===== src/rtl/alu_seq_if.sv =====
// ---------------------------------------------------------------------------
// alu_seq_if
//   Bundles the request/response signals between the CPU control unit and the
//   sequential ALU, so both sides share one definition of the handshake.
//
//   Request (control unit -> ALU):
//     start     request strobe; the ALU samples it only while idle
//     AluOP     4-bit operation code, captured together with start
//     X, Y      operands, captured together with start
//   Response (ALU -> control unit):
//     Result    primary result (low product / quotient)
//     Result_2  secondary result (high product / remainder), 0 otherwise
//     Equal     X==Y of the captured operands
//     LESS      signed (op 11) / unsigned (op 12) X<Y, 0 for other ops
//     NOTLESS   ~LESS
//     busy      high while an operation is in flight
//     done      one-cycle pulse; the response is valid from this cycle on
//
//   Modports: master = control unit side, slave = ALU side.
// ---------------------------------------------------------------------------
interface alu_seq_if #(
  parameter int WIDTH = 32
);
  logic             start;
  logic [3:0]       AluOP;
  logic [WIDTH-1:0] X;
  logic [WIDTH-1:0] Y;
  logic [WIDTH-1:0] Result;
  logic [WIDTH-1:0] Result_2;
  logic             Equal;
  logic             LESS;
  logic             NOTLESS;
  logic             busy;
  logic             done;

  modport master (
    output start, AluOP, X, Y,
    input  Result, Result_2, Equal, LESS, NOTLESS, busy, done
  );

  modport slave (
    input  start, AluOP, X, Y,
    output Result, Result_2, Equal, LESS, NOTLESS, busy, done
  );
endinterface


===== src/rtl/alu_seq.sv =====
// ---------------------------------------------------------------------------
// alu_seq
//   Clocked, parametrised datapath ALU with a start/busy/done handshake.
//   Single-cycle operations finish one cycle after the request is sampled;
//   MUL (op 3) and DIVU (op 4) iterate one radix-2 step per cycle and finish
//   WIDTH+1 cycles after the request is sampled. All outputs are registered
//   and hold their previous values until the next done pulse.
//
//   Opcodes:
//     0 SLL   1 SRA   2 SRL   (shift amount = Y[SHW-1:0])
//     3 MUL   4 DIVU
//     5 ADD   6 SUB
//     7 AND   8 OR    9 XOR  10 NOR
//    11 SLT  12 SLTU  13..15 -> Result = 0
//
//   Parameters:
//     WIDTH  operand/result width, power of two in 8..64
//
//   Ports:
//     clk    rising-edge clock
//     rst_n  asynchronous active-low reset
//     bus    alu_seq_if.slave; request/response bundle (see alu_seq_if)
// ---------------------------------------------------------------------------
module alu_seq #(
  parameter int WIDTH = 32
) (
  input  logic       clk,
  input  logic       rst_n,
  alu_seq_if.slave   bus
);

  localparam int SHW = $clog2(WIDTH);
  // Counter must be able to hold the value WIDTH itself.
  localparam int CW  = SHW + 1;

  localparam logic [3:0] OP_SLL  = 4'd0;
  localparam logic [3:0] OP_SRA  = 4'd1;
  localparam logic [3:0] OP_SRL  = 4'd2;
  localparam logic [3:0] OP_MUL  = 4'd3;
  localparam logic [3:0] OP_DIVU = 4'd4;
  localparam logic [3:0] OP_ADD  = 4'd5;
  localparam logic [3:0] OP_SUB  = 4'd6;
  localparam logic [3:0] OP_AND  = 4'd7;
  localparam logic [3:0] OP_OR   = 4'd8;
  localparam logic [3:0] OP_XOR  = 4'd9;
  localparam logic [3:0] OP_NOR  = 4'd10;
  localparam logic [3:0] OP_SLT  = 4'd11;
  localparam logic [3:0] OP_SLTU = 4'd12;

  typedef enum logic [1:0] {
    IDLE,
    CALC,
    FIN
  } state_t;

  state_t             state;
  logic [3:0]         op;
  logic [WIDTH-1:0]   opa;
  logic [WIDTH-1:0]   opb;
  logic [2*WIDTH-1:0] acc;
  logic [CW-1:0]      cnt;

  logic               is_iter;
  logic [WIDTH:0]     mul_sum;
  logic [WIDTH:0]     div_shift;
  logic [WIDTH:0]     div_trial;
  logic [2*WIDTH-1:0] acc_next;

  logic [SHW-1:0]     shamt;
  logic               lt_s;
  logic               lt_u;
  logic               less_val;
  logic [WIDTH-1:0]   res_val;
  logic [WIDTH-1:0]   res2_val;

  assign is_iter = (bus.AluOP == OP_MUL) || (bus.AluOP == OP_DIVU);

  // One radix-2 iteration on the shared accumulator {hi, lo}.
  // MUL: lo holds the remaining multiplier bits, hi the running partial sum;
  //      add Y when the current multiplier bit is set, then shift right with
  //      the add carry entering at the top.
  // DIVU: hi is the partial remainder, lo the dividend being shifted out and
  //      the quotient being shifted in. A trial subtraction that does not
  //      borrow is kept and records a 1. With Y=0 every trial succeeds, which
  //      naturally yields quotient = all ones and remainder = X.
  always_comb begin
    mul_sum   = {1'b0, acc[2*WIDTH-1:WIDTH]} + (acc[0] ? {1'b0, opb} : {(WIDTH+1){1'b0}});
    div_shift = acc[2*WIDTH-1:WIDTH-1];
    div_trial = div_shift - {1'b0, opb};
    acc_next  = acc;
    if (op == OP_MUL) begin
      acc_next = {mul_sum, acc[WIDTH-1:1]};
    end else if (!div_trial[WIDTH]) begin
      acc_next = {div_trial[WIDTH-1:0], acc[WIDTH-2:0], 1'b1};
    end else begin
      acc_next = {acc[2*WIDTH-2:0], 1'b0};
    end
  end

  // Result selection from the captured operands (and the finished
  // accumulator for the iterative ops).
  always_comb begin
    shamt    = opb[SHW-1:0];
    lt_s     = $signed(opa) < $signed(opb);
    lt_u     = opa < opb;
    less_val = 1'b0;
    res2_val = '0;
    res_val  = '0;
    case (op)
      OP_SLL:  res_val = opa << shamt;
      OP_SRA:  res_val = $unsigned($signed(opa) >>> shamt);
      OP_SRL:  res_val = opa >> shamt;
      OP_MUL,
      OP_DIVU: begin
        res_val  = acc[WIDTH-1:0];
        res2_val = acc[2*WIDTH-1:WIDTH];
      end
      OP_ADD:  res_val = opa + opb;
      OP_SUB:  res_val = opa - opb;
      OP_AND:  res_val = opa & opb;
      OP_OR:   res_val = opa | opb;
      OP_XOR:  res_val = opa ^ opb;
      OP_NOR:  res_val = ~(opa | opb);
      OP_SLT: begin
        res_val  = {{(WIDTH-1){1'b0}}, lt_s};
        less_val = lt_s;
      end
      OP_SLTU: begin
        res_val  = {{(WIDTH-1){1'b0}}, lt_u};
        less_val = lt_u;
      end
      default: res_val = '0;
    endcase
  end

  // Control FSM with registered outputs. A request is only sampled in IDLE,
  // so a start held through FIN is ignored and the next one is accepted in
  // the following IDLE cycle.
  always_ff @(posedge clk or negedge rst_n) begin
    if (!rst_n) begin
      state        <= IDLE;
      op           <= '0;
      opa          <= '0;
      opb          <= '0;
      acc          <= '0;
      cnt          <= '0;
      bus.Result   <= '0;
      bus.Result_2 <= '0;
      bus.Equal    <= 1'b0;
      bus.LESS     <= 1'b0;
      bus.NOTLESS  <= 1'b1;
      bus.busy     <= 1'b0;
      bus.done     <= 1'b0;
    end else begin
      bus.done <= 1'b0;
      case (state)
        IDLE: begin
          if (bus.start) begin
            op       <= bus.AluOP;
            opa      <= bus.X;
            opb      <= bus.Y;
            bus.busy <= 1'b1;
            if (is_iter) begin
              acc   <= {{WIDTH{1'b0}}, bus.X};
              cnt   <= CW'(WIDTH);
              state <= CALC;
            end else begin
              state <= FIN;
            end
          end
        end
        CALC: begin
          acc <= acc_next;
          cnt <= cnt - 1'b1;
          if (cnt == CW'(1)) begin
            state <= FIN;
          end
        end
        FIN: begin
          bus.Result   <= res_val;
          bus.Result_2 <= res2_val;
          bus.Equal    <= (opa == opb);
          bus.LESS     <= less_val;
          bus.NOTLESS  <= ~less_val;
          bus.done     <= 1'b1;
          bus.busy     <= 1'b0;
          state        <= IDLE;
        end
        default: state <= IDLE;
      endcase
    end
  end

endmodule


===== src/flat_wrapper.sv =====
// flat-port wrapper written by rule: the top's interface ports become plain ports
module alu_seq_flat 
#(
  parameter int WIDTH = 32
)
  (clk, rst_n, bus_start, bus_AluOP, bus_X, bus_Y, bus_Result, bus_Result_2, bus_Equal, bus_LESS, bus_NOTLESS, bus_busy, bus_done);
  alu_seq_if #(.WIDTH(WIDTH)) bus_i ();
  input  logic clk;
  input  logic rst_n;
  input wire logic [$bits(bus_i.start)-1:0] bus_start;
  input wire logic [$bits(bus_i.AluOP)-1:0] bus_AluOP;
  input wire logic [$bits(bus_i.X)-1:0] bus_X;
  input wire logic [$bits(bus_i.Y)-1:0] bus_Y;
  output wire logic [$bits(bus_i.Result)-1:0] bus_Result;
  output wire logic [$bits(bus_i.Result_2)-1:0] bus_Result_2;
  output wire logic [$bits(bus_i.Equal)-1:0] bus_Equal;
  output wire logic [$bits(bus_i.LESS)-1:0] bus_LESS;
  output wire logic [$bits(bus_i.NOTLESS)-1:0] bus_NOTLESS;
  output wire logic [$bits(bus_i.busy)-1:0] bus_busy;
  output wire logic [$bits(bus_i.done)-1:0] bus_done;
  assign bus_i.start = bus_start;
  assign bus_i.AluOP = bus_AluOP;
  assign bus_i.X = bus_X;
  assign bus_i.Y = bus_Y;
  assign bus_Result = bus_i.Result;
  assign bus_Result_2 = bus_i.Result_2;
  assign bus_Equal = bus_i.Equal;
  assign bus_LESS = bus_i.LESS;
  assign bus_NOTLESS = bus_i.NOTLESS;
  assign bus_busy = bus_i.busy;
  assign bus_done = bus_i.done;
  alu_seq #(.WIDTH(WIDTH)) u_core (.clk(clk), .rst_n(rst_n), .bus(bus_i));
endmodule

===== config.mk =====
export PLATFORM = sky130hd
export DESIGN_NAME = alu_seq_flat
export DESIGN_NICKNAME = d
export VERILOG_FILES = /design/src/rtl/alu_seq_if.sv /design/src/rtl/alu_seq.sv /design/src/flat_wrapper.sv
export SDC_FILE = /design/constraint.sdc
export NUM_CORES = 1
export LEC_CHECK = 0
export ABC_AREA = 1
export CORE_UTILIZATION = 40
export CTS_CLUSTER_DIAMETER = 60
export DETAILED_ROUTE_END_ITERATION = 7
export PLACE_DENSITY = 0.56
export SLEW_MARGIN = 20
export SYNTH_ARGS = -nofsm -noshare
export SYNTH_HDL_FRONTEND = slang
export SYNTH_SLANG_ARGS = --single-unit

===== constraint.sdc =====
create_clock -name clk -period 2.8 [get_ports clk]
set_input_delay 0.56 -clock clk [delete_from_list [all_inputs] [get_ports clk]]
set_output_delay 0.56 -clock clk [all_outputs]
set_load 0.01 [all_outputs]

[After elaboration in Yosys (flattened, before gate mapping)]
Index checks and enable logic that the tools add are counted.
Word-level totals
  bits in registers: 209
  output and inout bits: 69
  input port bits: 71
Cells by class
  equality and inequality tests: 21
  mux-type cells: 19
  bitwise gates (word level): 5
  $add $sub $neg: 5
  $lt $le $gt $ge: 2
  shift operators: 3
  reduce and logical (&&, ||, !) cells: 10
Operators with widths (number)
  case mux 32 bit (12 select lines): 1
  two-way mux 64 bit: 4
  case mux 64 bit (2 select lines): 1
  < comparator 32 bit: 2
  two-way mux 32 bit: 2
  adder 32 x 33 -> 33 bit: 1
  subtractor 33 x 32 -> 33 bit: 1
  adder 32 bit: 1
  bitwise AND 32 bit: 1
  equality test 32 bit: 1
  NOT 32 bit: 1
  OR 32 bit: 1
  left shift 32 x 5 -> 32 bit: 1
  >> shifter 32 x 5 -> 32 bit: 1
  >>> shifter 32 x 5 -> 32 bit: 1
  subtractor 32 bit: 1
  XOR 32 bit: 1
  equality test 4 x 3 -> 1 bit, second input constant: 5
  equality test 4 bit, second input constant: 5
  equality test 4 x 2 -> 1 bit, second input constant: 3
  two-way mux 6 bit: 2
  case mux 6 bit (2 select lines): 1
  equality test 6 x 1 -> 1 bit, second input constant: 1
  two-way mux 2 bit: 3
  17 further kinds: 23

[Logic depth before layout (Yosys ltp)]
Gate-level depths: netlist (run 1).
  depth in word-level cells: 5
  mapped depth: 22
  gate-level depth less buffers: 20

[Least setup slack after synthesis (run 1)]
No wires, ideal clock.
  path type: flip-flop to flip-flop
  start point: register u_core.opb[3]
  end point: register u_core.bus.Result[0]
  path buffers: 3
  data arrival time: 2.617 ns
  stages on the path, launching flop included: 20
  required time: 2.683 ns
  path slack: 0.066 ns
  cells stage by stage: dfrtp_1 -> inv_2 -> clkbuf_1 -> clkbuf_1 -> ha_1 -> buf_2 -> nor2_1 -> inv_1 -> o21ai_1 -> nand2_1 -> nand2_1 -> nand2_1 -> nand2_1 -> nand2_1 -> nand3_1 -> nand2_1 -> inv_1 -> nand2_1 -> nand2_1 -> nand2_1
On the way
  longest elaborated chain between the ends: 2
RTL lines
  start: declaration: RTL line alu_seq.sv:59  | logic [WIDTH-1:0] opb;
  start signal: assignment: RTL line alu_seq.sv:161  | opb <= bus.Y;
  < comparator 32 bit, or another cell as far along: RTL line alu_seq.sv:105  | lt_u = opa < opb;
  case mux 32 bit (12 select lines) (*): RTL line alu_seq.sv:109  | case (op)
  end signal: assignment: RTL line alu_seq.sv:180  | bus.Result <= res_val;
  end: declaration: RTL line alu_seq_if.sv:43  | output Result, Result_2, Equal, LESS, NOTLESS, busy, done
Mark *: on every way between the ends. The rest lies on a longest branch, timed or not.
A chain may end at the register's enable or synchronous reset.

[Worst setup path after layout (run 1)]
  start point: register u_core.op[3]
  end point: register u_core.bus.Result[26]
On the way
  longest elaborated chain between the ends: 3
RTL lines
  start: declaration: RTL line alu_seq.sv:57  | logic [3:0] op;
  start signal: assignment: RTL line alu_seq.sv:159  | op <= bus.AluOP;
  equality test 4 x 3 -> 1 bit or equality test 4 x 2 -> 1 bit (tied branches): RTL line alu_seq.sv:109
  OR reduction 2 bit: RTL line alu_seq.sv:109
  case mux 32 bit (12 select lines) (*): RTL line alu_seq.sv:109
Marked as above.

==> results of run 1 <==
-- power breakdown --
group | switching [W] | total, W | internal [W] | leakage [nW]
combinational | 0.0230 | 0.0344 | 0.0114 | 13.6
clock | 0.00166 | 0.00389 | 0.00223 | 0.496
sequential | 0.00131 | 0.00550 | 0.00419 | 2.64
-- path summary, 6_finish.rpt --
kind,endpoint,slack (ns),cells after the start
min in group clk,u_core.bus.Result[15],0.47,2
hold / removal,u_core.bus.done,0.44,2
hold reg to reg,u_core.bus.Result[15],0.47,2
max in group asynchronous,u_core.bus.Result_2[19],1.58,3
setup / recovery,u_core.bus.Result[26],0.05,16
setup reg to reg,u_core.bus.Result[26],0.05,16
-- synthesized netlist by cell type, drive strengths merged, types with 17 or more instances --
cell type  instances  area, um2
clkbuf            77        290
and2              21        131
nand2           1604       6050
nor2             309       1170
o211ai            23        173
inv              631       2370
nand4             45        282
nor3              29        150
o21ai            256       1280
nand3b            17        128
a21oi            236       1180
dfrtp            208       5200
nand3            535       2680
ha               168       2100
buf               94        487
-- layout make-up --
cell class,count,area [um2],area share
clock buffers,39,835,0.0276
flip-flops and latches,209,5240,0.173
repair buffers,484,4210,0.139
inverters,634,2380,0.0788
clock inverters,17,178,0.00588
well taps,782,978,0.0324
multi-input cells,3356,16400,0.543
-- cells by family (layout without fill, tap and decap cells) --
family                     after synthesis  in the layout
AOI/OAI and AO/OA                      590            590
xor gates and xnor gates                13             13
and+or+nand+nor                       2580           2581
adders and majority gates              172            172
buffers and inverters                  805           1174
DFF                                    209            209
-- registers in the layout, indices dropped and copies added, names as in the netlist --
| register | count |
|---|---|
| u_core.cnt | 6 |
| u_core.bus.Equal | 1 |
| u_core.acc | 64 |
| u_core.state | 2 |
| u_core.bus.NOTLESS | 1 |
| u_core.opa | 32 |
| u_core.bus.LESS | 1 |
| u_core.opb | 32 |
| u_core.bus.Result_2 | 32 |
| u_core.bus.Result | 32 |
| u_core.bus.busy | 1 |
| u_core.bus.done | 1 |
| u_core.op | 4 |
-- per-layer routing --
metal,GRT usage,vias to the layer above,share of wire
met1,0.534,14100,0.42
met5,0,-,0.00020
li1,-,14600,-
met3,0.0584,238,0.087
met2,0.623,1429,0.43
met4,0.204,4,0.061
-- timing repair --
item	4_1_cts	5_1_grt
endpoints found under the setup margin	0	48
hold buffers	1	0
gates resized for setup	0	36
hold endpoints to repair	42	0
-- metrics by stage --
step	total power, W	util	cell area (um2)	setup TNS (ns)
finish	0.0438	0.499	30200	0
global placement	0.0387	0.480	29100	0
CTS	0.0426	0.496	30100	0
floorplan	0.0232	-	24600	0
global route	0.0465	0.499	30200	-0.0139
detailed placement	0.0385	0.480	29100	0
-- placed cells by master (no fill, tap or decap), drive strengths merged, types with 3 or more instances in the layout --
cell type / synthesis / routed
nand2: 1604 / 1605
inv: 631 / 637
nand3: 535 / 535
buf: 94 / 345
nor2: 309 / 309
o21ai: 256 / 256
a21oi: 236 / 236
dfrtp: 208 / 208
ha: 168 / 168
clkdlybuf4s50: 0 / 138
nand4: 45 / 45
clkbuf: 77 / 39
nor3: 29 / 29
o211ai: 23 / 23
and2: 21 / 21
nand3b: 17 / 17
o22ai: 16 / 16
o21bai: 16 / 16
o221ai: 12 / 12
or2: 12 / 12
clkinv: 3 / 11
xnor2: 10 / 10
o31ai: 9 / 9
o2111ai: 5 / 5
a211oi: 5 / 5
and3: 4 / 4
a31oi: 4 / 4
fa: 4 / 4
o21a: 3 / 3
xor2: 3 / 3
==> flow_metrics.tcl, run 1 <==
set metrics [dict create \
    grt_max_degree 106 \
    synth_compound_area_frac 0.130 \
    synth_warnings 0 \
    max_clock_freq_mhz 363 \
    dieHeight_um 250 \
    rsz0062_at_grt "true" \
    worstPathMaxFanout 10 \
    async_reset_ff_frac 1.00 \
    crit_start "u_core.op[3]" \
    fin_worst_skew_ns 0.0511 \
    num_antenna_cells 0 \
    required_ns 3.29 \
    setup_slack_ns 0.0467 \
    cts_setup_buffers 0 \
    seq_area_frac_synth 0.212 \
    hold_viol 0 \
    h-tree-depth 1 \
    synth_edf_count 0 \
    cp_slowest_cell "dfrtp_1" \
    area_growth_pct 22.7 \
    drc 0 \
    synth-xor-area-share 0.00462 \
    fillers 6601 \
    p_per_area_mw_per_mm2 1450 \
    synth_nets 4612 \
    preCtsSetupSlack_ns 0.0714 \
    finalNonFillerCells 5521 \
    core_mm2 0.0606 \
    antenna_found_initial 2 \
    drive_gt1_frac 0.0996 \
    tritoncts "built" \
    synthMuxAreaShare 0 \
    cp_cell_sequence "inv_2 > nor2_1 > nand2_1 > buf_4 > buf_4 > o21ai_0 > nor2_1 > buf_4 > nand2_1 > nor2_1 > nand3_1 > nor2_1 > buf_4 > nand3_1 > nand2_1 > nand2_1" \
    finalSetupViolations 0 \
    synth_top_family_by_area "simple AND/OR/NAND/NOR gates" \
    drt_iter0_drc 3722 \
    cts_buffers 30 \
    path_class "reg -> reg" \
    grt_pass1_vias 28300 \
    synthDistinctLibCells 51 \
    synth_ff_type "dfrtp_1" \
    worst_pin_slew_ns 1.06 \
    ant_nets 0 \
    via_per_inst 5.50 \
    die_area_mm2 0.0625 \
    critPathMaxStageDelay_ns 0.43 \
    maxCapViolCount 0 \
    critPathArrivalTime_ns 3.25 \
    critical-path-top-delay-family "simple AND/OR/NAND/NOR gates" \
    synth_cells 4369 \
    die_w_um 250 \
    cts.reportedPaths.clkPinSlew_ns 0.06 \
    globalplace.congestion 1.06 \
    clk_latency_ns 0.64 \
    total_leakage_power_nw 16.7 \
    outcome "finished clean" \
    avgSynthCellArea_um2 5.64 \
    io_buffers 139 \
    synthSimpleGateAreaFrac 0.436 \
    dp_hpwl_um 106000 \
    grt_pass1_wl_um 185000 \
    root_buffer "clkbuf_16" \
    synthAdderAreaFrac 0.0886 \
    grt_use_total 0.399 \
    whs_ns 0.440 \
    peakVddDrop_uv 1490 \
    cp_num_buf_inv 5 \
    endpoint_kind "flip-flop" \
    slew_viol_final 0 \
    clockBufferDepth 3 \
    clkSinkCount 209 \
    post-route-period-util 0.983 \
    drt_pass1_iterations 7 \
    start_kind "flip-flop" \
    hp-class "in -> async" \
    wl_per_cell_um 23.2 \
    dp_cells 5463 \
    dr_total_vias 30400 \
    wl_um 128000 \
    synth_seq_cells 209 \
    synthesis.area_mm2 0.0246 \
    period_needed_ns 2.75 \
    num_io_pins 140 \
    slew_headroom 0.295 \
    r2r_start "u_core.op[3]" \
    grt_overflow_total 0 \
    core.rowCount 90 \
    nNetsFinal 4958 \
    start_util 0.406 \
]
(Power assumes the default switching activity.)
==> run 2: changes to the inputs <==
--- a/config.mk
+++ b/config.mk
@@ -9,6 +9,7 @@
 export CORE_UTILIZATION = 40
 export CTS_CLUSTER_DIAMETER = 60
 export DETAILED_ROUTE_END_ITERATION = 7
+export MAX_ROUTING_LAYER = met4
 export PLACE_DENSITY = 0.56
 export SLEW_MARGIN = 20
 export SYNTH_ARGS = -nofsm -noshare
==> flow_metrics.tcl, run 2 (same netlist as run 1, synthesis figures left out) <==
set metrics [dict create \
    grt_use_total 0.407 \
    ant_nets 0 \
    peakVddDrop_uv 918 \
    required_ns 3.30 \
    core.rowCount 90 \
    die_area_mm2 0.0625 \
    finalSetupViolations 0 \
    globalplace.congestion 1.11 \
    outcome "finished clean" \
    wl_um 127000 \
    grt_max_degree 106 \
    drc 0 \
    critical-path-top-delay-family "simple AND/OR/NAND/NOR gates" \
    final_cell_mix "nand2_1 (1587), inv_1 (620), nand3_1 (532)" \
    start_util 0.406 \
    nNetsFinal 4933 \
    drive_gt1_frac 0.0920 \
    io_buffers 139 \
    rsz0062_at_grt "true" \
    grt_overflow_total 0 \
    clk_latency_ns 0.62 \
    h-tree-depth 1 \
    via_per_inst 5.52 \
    slew_viol_final 0 \
    dr_total_vias 30300 \
    dp_hpwl_um 105000 \
    clockBufferDepth 3 \
    grt_pass1_vias 28100 \
    critPathArrivalTime_ns 3.24 \
    drt_iter0_drc 3541 \
    place_area_mm2 0.0289 \
    p_per_area_mw_per_mm2 1440 \
    antenna_found_initial 2 \
    top_register "u_core.acc" \
    root_buffer "clkbuf_16" \
    worst_pin_slew_ns 1.06 \
    critPathMaxStageDelay_ns 0.50 \
    fin_worst_skew_ns 0.0214 \
    area_growth_pct 22.0 \
    wl_per_cell_um 23.1 \
    cts.reportedPaths.clkPinSlew_ns 0.06 \
    cp_slowest_cell "dfrtp_1" \
    clkSinkCount 209 \
    cp_common_cell "nand2_1" \
    max_clock_freq_mhz 365 \
    largest_reg_flops 64 \
    final_common_cell "nand2_1" \
    maxCapViolCount 0 \
    drt_pass1_iterations 6 \
    period_needed_ns 2.74 \
    worstPathMaxFanout 7 \
    endpoint_kind "flip-flop" \
    slew_headroom 0.292 \
    start_kind "flip-flop" \
    cp_num_buf_inv 1 \
    hp-class "in -> async" \
    final_design_area_no_fill_mm2 0.0300 \
    dieHeight_um 250 \
    grt_pass1_wl_um 184000 \
    tritoncts "built" \
    path_class "reg -> reg" \
    post-route-util 0.496 \
    cp_cell_sequence "nand2_1 > inv_2 > nand2_1 > nor2_1 > a21oi_1 > nand4_1 > nor2_1 > nand2_1 > nor2_1 > nand3_1 > nand2_1 > nand2_1" \
    die_w_um 250 \
    core_mm2 0.0606 \
    num_io_pins 140 \
    total_leakage_power_nw 16.6 \
    cts_buffers 29 \
    post-route-period-util 0.977 \
    hold_viol 0 \
]
==> run 2: cell types whose count changed in the layout (fill, tap and decap cells not counted), sizes merged <==
cell	before	now
clkinvlp	2	0
diode	0	1
clkbuf	39	38
bufinv	1	4
nand2	1605	1604
clkinv	11	5
buf	345	322
==> run 2: per-layer routing <==
metal | GRT usage | up-vias | routed length (um)
met5 | - | - | 0
met4 | 0.218 | 0 | 8010
met3 | 0.0401 | 236 | 10200
met2 | 0.602 | 1412 | 54600
met1 | 0.548 | 14100 | 53800
li1 | - | 14600 | -
==> run 2: metrics by stage <==
stage / std cells / TNS, ns / setup slack, ns / hold WS (ns) / total power (W)
finish: 5492 / 0 / 0.0631 / 0.433 / 0.0434
global route: 5492 / -0.0462 / -0.0143 / 0.466 / 0.0461
CTS: 5490 / 0 / 0.0667 / 0.449 / 0.0423
detailed placement: 5439 / 0 / 0.0875 / 0.463 / 0.0381
global placement: 5439 / 0 / 0.123 / 0.453 / 0.0383
floorplan: 4369 / 0 / 0.0658 / 0.264 / 0.0232
==> run 2: where the power goes <==
part | switching (W) | internal, W
clock | 0.00161 | 0.00237
sequential | 0.00132 | 0.00419
combinational | 0.0228 | 0.0111
==> run 2: what timing repair did <==
action / 4_1_cts / 5_1_grt
gates resized for setup: 0 / 27
setup endpoints to repair: 0 / 43
hold buffers: 1 / 0
buffers inserted: 0 / 2
endpoints found under the hold margin: 39 / 0
==> run 2: final cells by class <==
class                      count  area [um2]
antenna                        1        2.50
clock inverter                12         205
sequential                   209        5240
inverter                     634        2380
clock buffer                  38         790
multi-input combinational   3355       16400
timing repair buffer         461        4080
fill                        6679       30500
tap                          782         978
==> run 2: final timing paths <==
kind | startpoint | endpoint | slack (ns) | cells past startpoint
hold / removal | rst_n | u_core.bus.Result[23] | 0.43 | 2
setup reg to reg | u_core.op[1] | u_core.bus.Result[28] | 0.06 | 12
max in group asynchronous | rst_n | u_core.bus.Result[11] | 1.65 | 3
min in group clk | u_core.bus.Result[18] | u_core.bus.Result[18] | 0.48 | 2
hold reg to reg | u_core.bus.Result[18] | u_core.bus.Result[18] | 0.48 | 2
setup / recovery | u_core.op[1] | u_core.bus.Result[28] | 0.06 | 12
